`src/rtl/bnnroll_stream_if.sv`:
```
// bnnroll_stream_if: sample-in / prediction-out handshake bundle for bnnroll_stream.
// Carries the winning popcount as well when BNNROLL_SCORE_EN is defined.
interface bnnroll_stream_if #(
    parameter int FEAT_W = 64,
    parameter int PRED_W = 4
`ifdef BNNROLL_SCORE_EN
    , parameter int SCORE_W = 6
`endif
);
    logic [FEAT_W-1:0] features;
    logic              in_valid;
    logic              in_ready;
    logic              out_valid;
    logic              out_ready;
    logic [PRED_W-1:0] prediction;
`ifdef BNNROLL_SCORE_EN
    logic [SCORE_W-1:0] score;
    modport master (output features, in_valid, out_ready, input in_ready, out_valid, prediction, score);
    modport slave  (input features, in_valid, out_ready, output in_ready, out_valid, prediction, score);
`else
    modport master (output features, in_valid, out_ready, input in_ready, out_valid, prediction);
    modport slave  (input features, in_valid, out_ready, output in_ready, out_valid, prediction);
`endif
endinterface

```
`src/rtl/bnnroll_stream.sv`:
```
// bnnroll_stream: handshaked rolled BNN classifier, PAR hidden neurons per cycle then one class per cycle.
// Define BNNROLL_SCORE_EN to also latch and expose the winning popcount.
module bnnroll_stream #(
    parameter int FEAT_CNT   = 16,
    parameter int FEAT_BITS  = 4,
    parameter int HIDDEN_CNT = 40,
    parameter int CLASS_CNT  = 10,
    parameter int PAR        = 1,
    parameter logic [HIDDEN_CNT*FEAT_CNT-1:0]  W1 = '0,
    parameter logic [CLASS_CNT*HIDDEN_CNT-1:0] W2 = '0
) (
    input logic clk,
    input logic rst,
    bnnroll_stream_if.slave bus
);
    localparam int ACC_W   = FEAT_BITS + $clog2(FEAT_CNT + 1) + 1;
    localparam int SCORE_W = $clog2(HIDDEN_CNT + 1);
    localparam int PRED_W  = $clog2(CLASS_CNT) < 1 ? 1 : $clog2(CLASS_CNT);
    localparam int CW      = $clog2(HIDDEN_CNT + 1);

    typedef enum logic [1:0] {IDLE, HID, OUT, DONE} state_t;

    state_t                      r_state, w_next;
    logic [FEAT_BITS*FEAT_CNT-1:0] r_feat;
    logic [HIDDEN_CNT-1:0]       r_hidden, w_hidden;
    logic [CW-1:0]               r_cnt;
    logic [PRED_W-1:0]           r_cls, r_best_idx, r_pred;
    logic [SCORE_W-1:0]          r_best, w_score;
    logic [PAR-1:0]              w_lane;
    logic signed [ACC_W-1:0]     w_acc;
    logic [FEAT_CNT-1:0]         w_row;
    logic [HIDDEN_CNT-1:0]       w_row2;
    logic                        w_last_hid, w_last_cls, w_take;

    // Lane p evaluates neuron r_cnt+p; lanes past the last neuron match no hidden bit and drop out.
    always_comb begin
        w_lane = '0;
        w_acc  = '0;
        w_row  = '0;
        for (int p = 0; p < PAR; p++) begin
            w_row = FEAT_CNT'(W1 >> ((int'(r_cnt) + p) * FEAT_CNT));
            w_acc = '0;
            for (int f = 0; f < FEAT_CNT; f++)
                w_acc = w_row[f] ? w_acc + ACC_W'(r_feat[f*FEAT_BITS +: FEAT_BITS])
                                 : w_acc - ACC_W'(r_feat[f*FEAT_BITS +: FEAT_BITS]);
            w_lane[p] = ~w_acc[ACC_W-1];
        end
        w_hidden = r_hidden;
        for (int h = 0; h < HIDDEN_CNT; h++)
            for (int p = 0; p < PAR; p++)
                if (int'(r_cnt) + p == h) w_hidden[h] = w_lane[p];
    end

    always_comb begin
        w_row2  = HIDDEN_CNT'(W2 >> (int'(r_cls) * HIDDEN_CNT));
        w_score = '0;
        for (int h = 0; h < HIDDEN_CNT; h++)
            w_score = w_score + SCORE_W'(~(r_hidden[h] ^ w_row2[h]));
    end

    assign w_last_hid = int'(r_cnt) + PAR >= HIDDEN_CNT;
    assign w_last_cls = r_cls == PRED_W'(CLASS_CNT - 1);
    assign w_take     = (r_cls == '0) || (w_score > r_best);

    always_ff @(posedge clk or negedge rst) begin
        if (!rst) r_state <= IDLE;
        else      r_state <= w_next;
    end

    always_comb begin
        w_next = r_state;
        case (r_state)
            IDLE:    w_next = bus.in_valid ? HID : IDLE;
            HID:     w_next = w_last_hid ? OUT : HID;
            OUT:     w_next = w_last_cls ? DONE : OUT;
            DONE:    w_next = bus.out_ready ? IDLE : DONE;
            default: w_next = IDLE;
        endcase
    end

`ifdef BNNROLL_SCORE_EN
    logic [SCORE_W-1:0] r_score;
    assign bus.score = r_score;
`endif

    always_ff @(posedge clk or negedge rst) begin
        if (!rst) begin
            r_feat     <= '0;
            r_hidden   <= '0;
            r_cnt      <= '0;
            r_cls      <= '0;
            r_best     <= '0;
            r_best_idx <= '0;
            r_pred     <= '0;
`ifdef BNNROLL_SCORE_EN
            r_score    <= '0;
`endif
        end else begin
            case (r_state)
                IDLE: if (bus.in_valid) begin
                    r_feat   <= bus.features;
                    r_hidden <= '0;
                    r_cnt    <= '0;
                end
                HID: begin
                    r_hidden <= w_hidden;
                    r_cnt    <= r_cnt + CW'(PAR);
                    if (w_last_hid) begin
                        r_cls      <= '0;
                        r_best     <= '0;
                        r_best_idx <= '0;
                    end
                end
                OUT: begin
                    if (w_take) begin
                        r_best     <= w_score;
                        r_best_idx <= r_cls;
                    end
                    r_cls <= r_cls + PRED_W'(1);
                    // The final class is compared in the same cycle the result is latched.
                    if (w_last_cls) begin
                        r_pred  <= w_take ? r_cls : r_best_idx;
`ifdef BNNROLL_SCORE_EN
                        r_score <= w_take ? w_score : r_best;
`endif
                    end
                end
                default: ;
            endcase
        end
    end

    assign bus.in_ready   = r_state == IDLE;
    assign bus.out_valid  = r_state == DONE;
    assign bus.prediction = r_pred;
endmodule

```
`src/flat_wrapper.sv`:
```
// flat-port wrapper written by rule: the top's interface ports become plain ports
module bnnroll_stream_flat 
#(
    parameter int FEAT_CNT   = 16,
    parameter int FEAT_BITS  = 4,
    parameter int HIDDEN_CNT = 40,
    parameter int CLASS_CNT  = 10,
    parameter int PAR        = 1,
    parameter logic [HIDDEN_CNT*FEAT_CNT-1:0]  W1 = '0,
    parameter logic [CLASS_CNT*HIDDEN_CNT-1:0] W2 = '0
)
  (clk, rst, bus_features, bus_in_valid, bus_out_ready, bus_in_ready, bus_out_valid, bus_prediction);
  bnnroll_stream_if bus_i ();
  input logic clk;
  input logic rst;
  input wire logic [$bits(bus_i.features)-1:0] bus_features;
  input wire logic [$bits(bus_i.in_valid)-1:0] bus_in_valid;
  input wire logic [$bits(bus_i.out_ready)-1:0] bus_out_ready;
  output wire logic [$bits(bus_i.in_ready)-1:0] bus_in_ready;
  output wire logic [$bits(bus_i.out_valid)-1:0] bus_out_valid;
  output wire logic [$bits(bus_i.prediction)-1:0] bus_prediction;
  assign bus_i.features = bus_features;
  assign bus_i.in_valid = bus_in_valid;
  assign bus_i.out_ready = bus_out_ready;
  assign bus_in_ready = bus_i.in_ready;
  assign bus_out_valid = bus_i.out_valid;
  assign bus_prediction = bus_i.prediction;
  bnnroll_stream #(.FEAT_CNT(FEAT_CNT), .FEAT_BITS(FEAT_BITS), .HIDDEN_CNT(HIDDEN_CNT), .CLASS_CNT(CLASS_CNT), .PAR(PAR), .W1(W1), .W2(W2)) u_core (.clk(clk), .rst(rst), .bus(bus_i));
endmodule
```
`config.mk`:
```
export PLATFORM = sky130hd
export DESIGN_NAME = bnnroll_stream_flat
export DESIGN_NICKNAME = d
export VERILOG_FILES = /design/src/rtl/bnnroll_stream_if.sv /design/src/rtl/bnnroll_stream.sv /design/src/flat_wrapper.sv
export SDC_FILE = /design/constraint.sdc
export NUM_CORES = 1
export LEC_CHECK = 0
export ABC_AREA = 0
export CAP_MARGIN = 20
export CORE_MARGIN = 2
export CORE_UTILIZATION = 38
export DETAILED_ROUTE_END_ITERATION = 8
export HOLD_SLACK_MARGIN = 0.12
export SYNTH_ARGS = -nofsm -noshare
export SYNTH_HDL_FRONTEND = slang
export SYNTH_SLANG_ARGS = --single-unit
```
`constraint.sdc`:
```
create_clock -name clk -period 10.8 [get_ports clk]
set_clock_uncertainty 0.2 [all_clocks]
set_input_delay 2.16 -clock clk [delete_from_list [all_inputs] [get_ports clk]]
set_output_delay 2.16 -clock clk [all_outputs]
set_load 0.005 [all_outputs]
```
=== After elaboration in Yosys (flattened, before gate mapping) ===
Cells that the tools add are included.

* $add $sub $neg: 73
* $mul: 1
* Order comparisons: 2
* Eq/ne operators: 86
* Shift operators: 2
* Mux-type cells: 72
* Bitwise operators: 81
* Reductions and logical operators: 51

{| class="wikitable"
|+ Operator list
! cell !! number
|-
| $not A6 Y6 || 40
|-
| $add A6 B6 Y6 || 39
|-
| $mux W10 || 16
|-
| $add A10 B4 Y10 || 15
|-
| $sub A10 B4 Y10 || 15
|-
| $eq A6 B6 Y1 const B || 24
|-
| $reduce_and A3 Y1 || 41
|-
| $ne A2 B1 Y1 const B || 42
|-
| $pmux W40 S2 || 1
|-
| $eq A6 B5 Y1 const B || 8
|-
| $mux W1 || 42
|-
| $mux W40 || 1
|-
| $shr A1 B32 Y40 const A || 1
|-
| $xor A1 B1 Y1 || 40
|-
| $ge A32 B7 Y1 const B || 1
|-
| $logic_not A32 Y1 || 1
|-
| $eq A6 B4 Y1 const B || 4
|-
| $pmux W6 S2 || 2
|-
| $mux W6 || 3
|-
| $pmux W4 S2 || 2
|-
| $shr A1 B10 Y16 const A || 1
|-
| $eq A6 B3 Y1 const B || 2
|-
| $mux W4 || 2
|-
| $pmux W2 S4 || 1
|-
| other kinds (18) || 24
|}

* Flip-flop bits (word level): 130
* Bits of input ports: 68
* Output and inout bits: 6
* Logic and storage cells: 415

=== Logic depth before layout (Yosys ltp) ===
* Depth after elaboration: 47
* Gate-level depth with buffers: 55
* Depth with buffers taken out: 54

=== Least setup slack after synthesis ===
OpenSTA, ideal clock, no wires.

* Kind: register to register
* Start: reg u_core.r_feat[4]
* End: reg u_core.r_hidden[19]
* Library setup time: 0.092 ns
* Arrival time: 10.574 ns
* Required time: 10.508 ns
* Setup slack: -0.066 ns
* Stages on the path, launching flop included: 46
* Buffers on the path: 1
* Clock period less this slack: 10.866 ns
* Cells stage by stage: dfrtp_1 > inv_1 > ha_1 > fa_1 > fa_1 > fa_1 > fa_1 > fa_1 > a21o_1 > a21oi_1 > xnor2_1 > ha_1 > and3_1 > a221oi_1 > xnor2_1 > ha_1 > xnor2_1 > ha_1 > [... 10 more ...] > ha_1 > or2_2 > o22ai_1 > o21bai_1 > xor2_1 > ha_1 > a21oi_1 > xnor2_1 > ha_1 > o21ai_0 > a31oi_1 > nor2_1 > xnor2_1 > xnor2_1 > xnor2_1 > xnor3_1 > buf_2 > o31ai_2

* Longest elaborated chain between the ends: 33
* Elaborated cells between the ends (all ways): 48
* Classes of those cells: add/sub: 30; mux: 17; bitwise: 1

{| class="wikitable"
|+ Ends and longest elaborated chain
! what !! RTL line !! source
|-
| start: declaration || bnnroll_stream.sv:24 || <nowiki>logic [FEAT_BITS*FEAT_CNT-1:0] r_feat;</nowiki>
|-
| start signal: assignment || bnnroll_stream.sv:101 || <nowiki>r_feat <= bus.features;</nowiki>
|-
| $sub A10 B4 Y10 / $add A10 B4 Y10 (equally long branches) || bnnroll_stream.sv:45, bnnroll_stream.sv:44 ||
|-
| $mux W10 (*) || bnnroll_stream.sv:44 || <nowiki>w_acc = w_row[f] ? w_acc + ACC_W'(r_feat[f*FEAT_BITS +: FEAT_BITS])</nowiki>
|-
| $sub A10 B4 Y10 / $add A10 B4 Y10 (equally long branches) || bnnroll_stream.sv:45, bnnroll_stream.sv:44 ||
|-
| $mux W10 (*) || bnnroll_stream.sv:44 ||
|-
| $sub A10 B4 Y10 / $add A10 B4 Y10 (equally long branches) || bnnroll_stream.sv:45, bnnroll_stream.sv:44 ||
|-
| $mux W10 (*) || bnnroll_stream.sv:44 ||
|-
| $sub A10 B4 Y10 / $add A10 B4 Y10 (equally long branches) || bnnroll_stream.sv:45, bnnroll_stream.sv:44 ||
|-
| $mux W10 (*) || bnnroll_stream.sv:44 ||
|-
| [... 17 more ...] || n/a ||
|-
| $mux W10 (*) || bnnroll_stream.sv:44 ||
|-
| $sub A10 B4 Y10 / $add A10 B4 Y10 (equally long branches) || bnnroll_stream.sv:45, bnnroll_stream.sv:44 ||
|-
| $mux W10 (*) || bnnroll_stream.sv:44 ||
|-
| $sub A10 B4 Y10 / $add A10 B4 Y10 (equally long branches) || bnnroll_stream.sv:45, bnnroll_stream.sv:44 ||
|-
| $mux W10 (*) || bnnroll_stream.sv:44 ||
|-
| $not A1 Y1 (*) || bnnroll_stream.sv:46 || <nowiki>w_lane[p] = ~w_acc[ACC_W-1];</nowiki>
|-
| $mux W1 (*) || bnnroll_stream.sv:51 || <nowiki>if (int'(r_cnt) + p == h) w_hidden[h] = w_lane[p];</nowiki>
|-
| $pmux W40 S2 (*) || bnnroll_stream.sv:99 || <nowiki>case (r_state)</nowiki>
|-
| end signal: assignment || bnnroll_stream.sv:106 || <nowiki>r_hidden <= w_hidden;</nowiki>
|-
| end: declaration || bnnroll_stream.sv:25 || <nowiki>logic [HIDDEN_CNT-1:0] r_hidden, w_hidden;</nowiki>
|}

Mark *: on every way between the ends. The rest lies on a longest branch, timed or not. The select of a mux whose other input is x is not followed.
A chain may end at the register's enable or synchronous reset.

=== Worst setup path after layout ===
* Start: reg u_core.r_feat[4]
* End: reg u_core.r_hidden[29]

Same word-level chain as after synthesis.

==> impl_summary.log <==
[metrics] final core utilization: roughly half
[metrics] final net count: between 1500 and 2000
[metrics] clock insertion delay at the later pin of the skew report: 0.44 ns
[metrics] transition at the pin with the smallest max-transition slack: roughly 1 ns
[metrics] reg2reg setup slack: -0.55 ns
[metrics] fraction of the mapped netlist area in compound gates: around 16%
[metrics] number of search-and-repair iterations in the first detailed-routing pass: 5
[metrics] Tot GR Track Use: 17.40%
[metrics] Total Routed Length: 29260 µm
[metrics] clock period minus worst slack: roughly 11 ns
[metrics] path type of the worst setup path: register to register
[metrics] remaining antenna violation count after routing: 0
[metrics] leading register cell type out of synthesis: sky130_fd_sc_hd__dfrtp_1
[metrics] clock sink count: 130
[metrics] overflow left after global routing: 0
[metrics] post-detailed-route DRC marker count: 0
[metrics] total number of H-tree levels: 4
[metrics] cell family with most CP delay: adder cells
[metrics] top library cells by usage in the layout, fill and taps aside: 178 x sky130_fd_sc_hd__ha_1, 161 x sky130_fd_sc_hd__inv_1, 130 x sky130_fd_sc_hd__dfrtp_1
[metrics] CTS buffer count: 17
[metrics] number of antenna repair diodes: 0
[metrics] WL per Instance: roughly 15 µm
[metrics] critical path fanouts, max: 10
[metrics] Area Growth Syn to Fin: 25.01%
[metrics] number of enable-type register cells in the synthesized netlist: 0
[metrics] result of the run: finished with violations
[metrics] startpoint type of the worst setup path: register
[metrics] count of buffers inserted at the top-level ports: 73
[metrics] Final Slew Violations: 0
[metrics] flop and latch count out of synthesis: 130
[metrics] Synth Area in Simple Gates: 10.66%
[metrics] violations in the final reports: setup timing
[metrics] number of primary I/O pins: 74
[metrics] Post-Syn Nets: about 1700
[metrics] setup repair after global routing missed its margin: yes
[metrics] worst slack at placement: -0.5920 ns
[metrics] final-report hold violation count: 0
[metrics] Core Footprint: about 33000 µm²
[metrics] fin crit share: 105.1%
[metrics] yosys warns: 0
[metrics] die boundary height: between 150 and 200 µm
[metrics] DIE AREA: roughly 35000 µm²
[metrics] initial standard-cell utilization of the core: roughly two fifths
[metrics] combined area of all synthesized cells: roughly 13000 µm²
[metrics] worst setup slack after layout: -0.5513 ns
[metrics] global-route wire length before repair: about 50000 µm
[metrics] share of final-layout standard cells stronger than drive strength 1: 19.82%
[metrics] via count: just over 10000
[metrics] number of buffers between clock root and the deepest sink: 2
[metrics] CTS tree: built
[metrics] Via-to-Cell Ratio: 5.056
[metrics] combinational family with the most area after synthesis: adder cells
[metrics] crit path buf inv count: 6
[metrics] number of maximum-capacitance constraint violations: 0
[metrics] unique cell type count in the Yosys netlist: 52
[metrics] Cell Count Post-Placement: 1969
[metrics] clock tree root buffer cell: sky130_fd_sc_hd__clkbuf_16
[metrics] most common cell after layout, fill and taps aside: sky130_fd_sc_hd__ha_1
[metrics] arrival time of the worst setup path: between 10 and 15 ns
[metrics] Total Neg Setup Slack: -19.42 ns
[metrics] Final GP Congestion: 0.7851
[metrics] Async S/R FF share, synth: 100.0%
[metrics] post-DP HPWL: approximately 22000 µm
[metrics] clock slew at the register clock pins of the worst setup and hold paths: roughly 0.060 ns
[metrics] number of DRC markers in iteration 0: 331
[metrics] f_max: around 88 MHz
[metrics] CP dominant cell by count: sky130_fd_sc_hd__ha_1
[metrics] number of non-filler instances in the completed layout: 2016
[metrics] antenna violations before repair: 0
[metrics] via count of the first global-routing pass: 10390
[metrics] multiplexer fraction of the synthesized cell area: roughly 6.0%
[metrics] type of the most critical hold path: register to register
[metrics] sequential cell area fraction in the yosys report: around 26%
[metrics] critical path's largest stage delay: between 0.6 and 0.7 ns
[metrics] Max-Slew Margin vs Limit: between 30% and 40%
[metrics] Crit path required time: approximately 11 ns
[metrics] critical-path cell with the highest stage delay: sky130_fd_sc_hd__fa_2
[metrics] crit end category: register
[metrics] syn avg cell area: 9.178 µm²
[metrics] arithmetic-cell share of the synthesized area counting full adders, half adders and majority gates: approximately a quarter
[metrics] FP Rows: 66
[metrics] Final setup viols: 40
[metrics] number of cells produced by synthesis: roughly 1400
[metrics] maximum number of pins on one net before global-route repair: between 70 and 80
[metrics] XOR/XNOR Fraction of Synth Area: 10.32%
[metrics] Die Wd: 186.7 µm
[logic make-up (layout without fill, tap and decap cells)]
group / count (synthesis) / count (layout)
buffers and inverters: 194 / 386
DFF: 130 / 130
xor gates and xnor gates: 139 / 139
AOI/OAI and AO/OA: 313 / 313
adders and majority gates: 236 / 236
muxes: 68 / 68
and+or+nand+nor: 302 / 302
[worst paths after layout]
| kind | startpoint | end | depth (start not counted) |
|---|---|---|---|
| worst max-delay path | u_core.r_feat[4] | u_core.r_hidden[29] | 48 |
| worst min-delay path | u_core.bus.prediction[0] | u_core.bus.prediction[0] | 2 |
| worst max register to register | u_core.r_feat[4] | u_core.r_hidden[29] | 48 |
| worst min register to register | u_core.bus.prediction[0] | u_core.bus.prediction[0] | 2 |
| max in group asynchronous | rst | u_core.r_hidden[20] | 2 |
| min in group asynchronous | rst | u_core.r_feat[36] | 1 |
[cell usage after synthesis (2+ instances only)]
| cell | count | share of area (%) |
|---|---|---|
| sky130_fd_sc_hd__nor2b_1 | 16 | 0.79 |
| sky130_fd_sc_hd__and2_1 | 6 | 0.30 |
| sky130_fd_sc_hd__o31a_1 | 2 | 0.14 |
| sky130_fd_sc_hd__or4_4 | 2 | 0.18 |
| sky130_fd_sc_hd__inv_1 | 164 | 4.9 |
| sky130_fd_sc_hd__o31ai_2 | 5 | 0.49 |
| sky130_fd_sc_hd__a21o_1 | 36 | 2.1 |
| sky130_fd_sc_hd__nor4_1 | 4 | 0.20 |
| sky130_fd_sc_hd__nor3_1 | 26 | 1.0 |
| sky130_fd_sc_hd__a221oi_1 | 2 | 0.14 |
| sky130_fd_sc_hd__fa_1 | 45 | 7.1 |
| sky130_fd_sc_hd__nand2b_1 | 5 | 0.25 |
| sky130_fd_sc_hd__o21bai_1 | 33 | 2.0 |
| sky130_fd_sc_hd__xnor2_1 | 98 | 6.8 |
| sky130_fd_sc_hd__o221ai_1 | 3 | 0.21 |
| sky130_fd_sc_hd__o31ai_1 | 6 | 0.36 |
| sky130_fd_sc_hd__o211ai_1 | 34 | 2.0 |
| sky130_fd_sc_hd__o21ai_0 | 75 | 3.0 |
| sky130_fd_sc_hd__nor2_1 | 72 | 2.1 |
| sky130_fd_sc_hd__nand4b_1 | 4 | 0.28 |
| sky130_fd_sc_hd__a21oi_1 | 86 | 3.4 |
| sky130_fd_sc_hd__a31o_2 | 2 | 0.14 |
| sky130_fd_sc_hd__mux2_2 | 64 | 5.7 |
| sky130_fd_sc_hd__o21a_1 | 7 | 0.41 |
| sky130_fd_sc_hd__ha_1 | 191 | 19 |
| sky130_fd_sc_hd__a211oi_1 | 4 | 0.24 |
| sky130_fd_sc_hd__xnor3_1 | 5 | 0.89 |
| sky130_fd_sc_hd__dfrtp_1 | 130 | 26 |
| sky130_fd_sc_hd__nand4_1 | 3 | 0.15 |
| sky130_fd_sc_hd__clkbuf_1 | 24 | 0.71 |
| sky130_fd_sc_hd__nand2_1 | 124 | 3.7 |
| sky130_fd_sc_hd__a31oi_1 | 5 | 0.25 |
| sky130_fd_sc_hd__nand3b_1 | 3 | 0.18 |
| sky130_fd_sc_hd__a22oi_1 | 4 | 0.24 |
| sky130_fd_sc_hd__nand3_1 | 30 | 1.2 |
| sky130_fd_sc_hd__buf_1 | 5 | 0.15 |
| sky130_fd_sc_hd__and3_1 | 6 | 0.30 |
| sky130_fd_sc_hd__xor2_1 | 34 | 2.3 |
| sky130_fd_sc_hd__mux2i_1 | 4 | 0.32 |
[worst register-to-register path, delay by kind of cell (launching register included)]
family | cells | cell delay, ns
adders and majority gates | 16 | 6.09
xor gates and xnor gates | 13 | 2.14
AOI/OAI and AO/OA | 7 | 1.08
buffers and inverters | 6 | 0.81
and+or+nand+nor | 6 | 0.58
DFF | 1 | 0.40
[routing by layer]
| layer | up-vias | wire length, µm | track usage [%] |
|---|---|---|---|
| li1 | 5124 | - | - |
| met1 | 4901 | 13380 | 22.88 |
| met2 | 142 | 14580 | 29.71 |
| met3 | 25 | 943 | 2.990 |
| met4 | 0 | 353 | 4.274 |
| met5 | - | 0 | 0 |
[final cells by class]
class                           instances  area, µm²
Fill cell                            3142      16840
Inverter                              164      615.6
Multi-Input combinational cell       1058       9156
Timing Repair Buffer                  190       1683
Sequential cell                       130       3253
Clock inverter                         15      171.4
Tap cell                              442      553.0
Clock buffer                           17      425.4
[per-stage QoR]
step	hold slack [ns]	instance area, µm²
after floorplan	0.2498	12690
after global placement	0.2639	14650
after detailed placement	0.2719	14650
after CTS	0.2869	15610
after global routing	0.3067	15860
final	0.2782	15860
[what timing repair did]
item | 4_1_cts | 5_1_grt
setup endpoints to repair | 40 | 40
buffers inserted | 9 | 4
pin swaps | 19 | 39
hold buffers | 0 | 0
cloned | 2 | 0
gates resized for setup | 60 | 60
[state kept, by name, indices dropped and copies added (netlist names)]
signal / cells
u_core.bus.prediction: 4
u_core.r_cls: 4
u_core.r_feat: 64
u_core.r_hidden: 40
u_core.r_state: 2
u_core.r_best: 6
u_core.r_best_idx: 4
u_core.r_cnt: 6
Power is left out: the tool's default activity adds up to more than one toggle a clock period on the data nets, which glitch-free logic cannot reach.
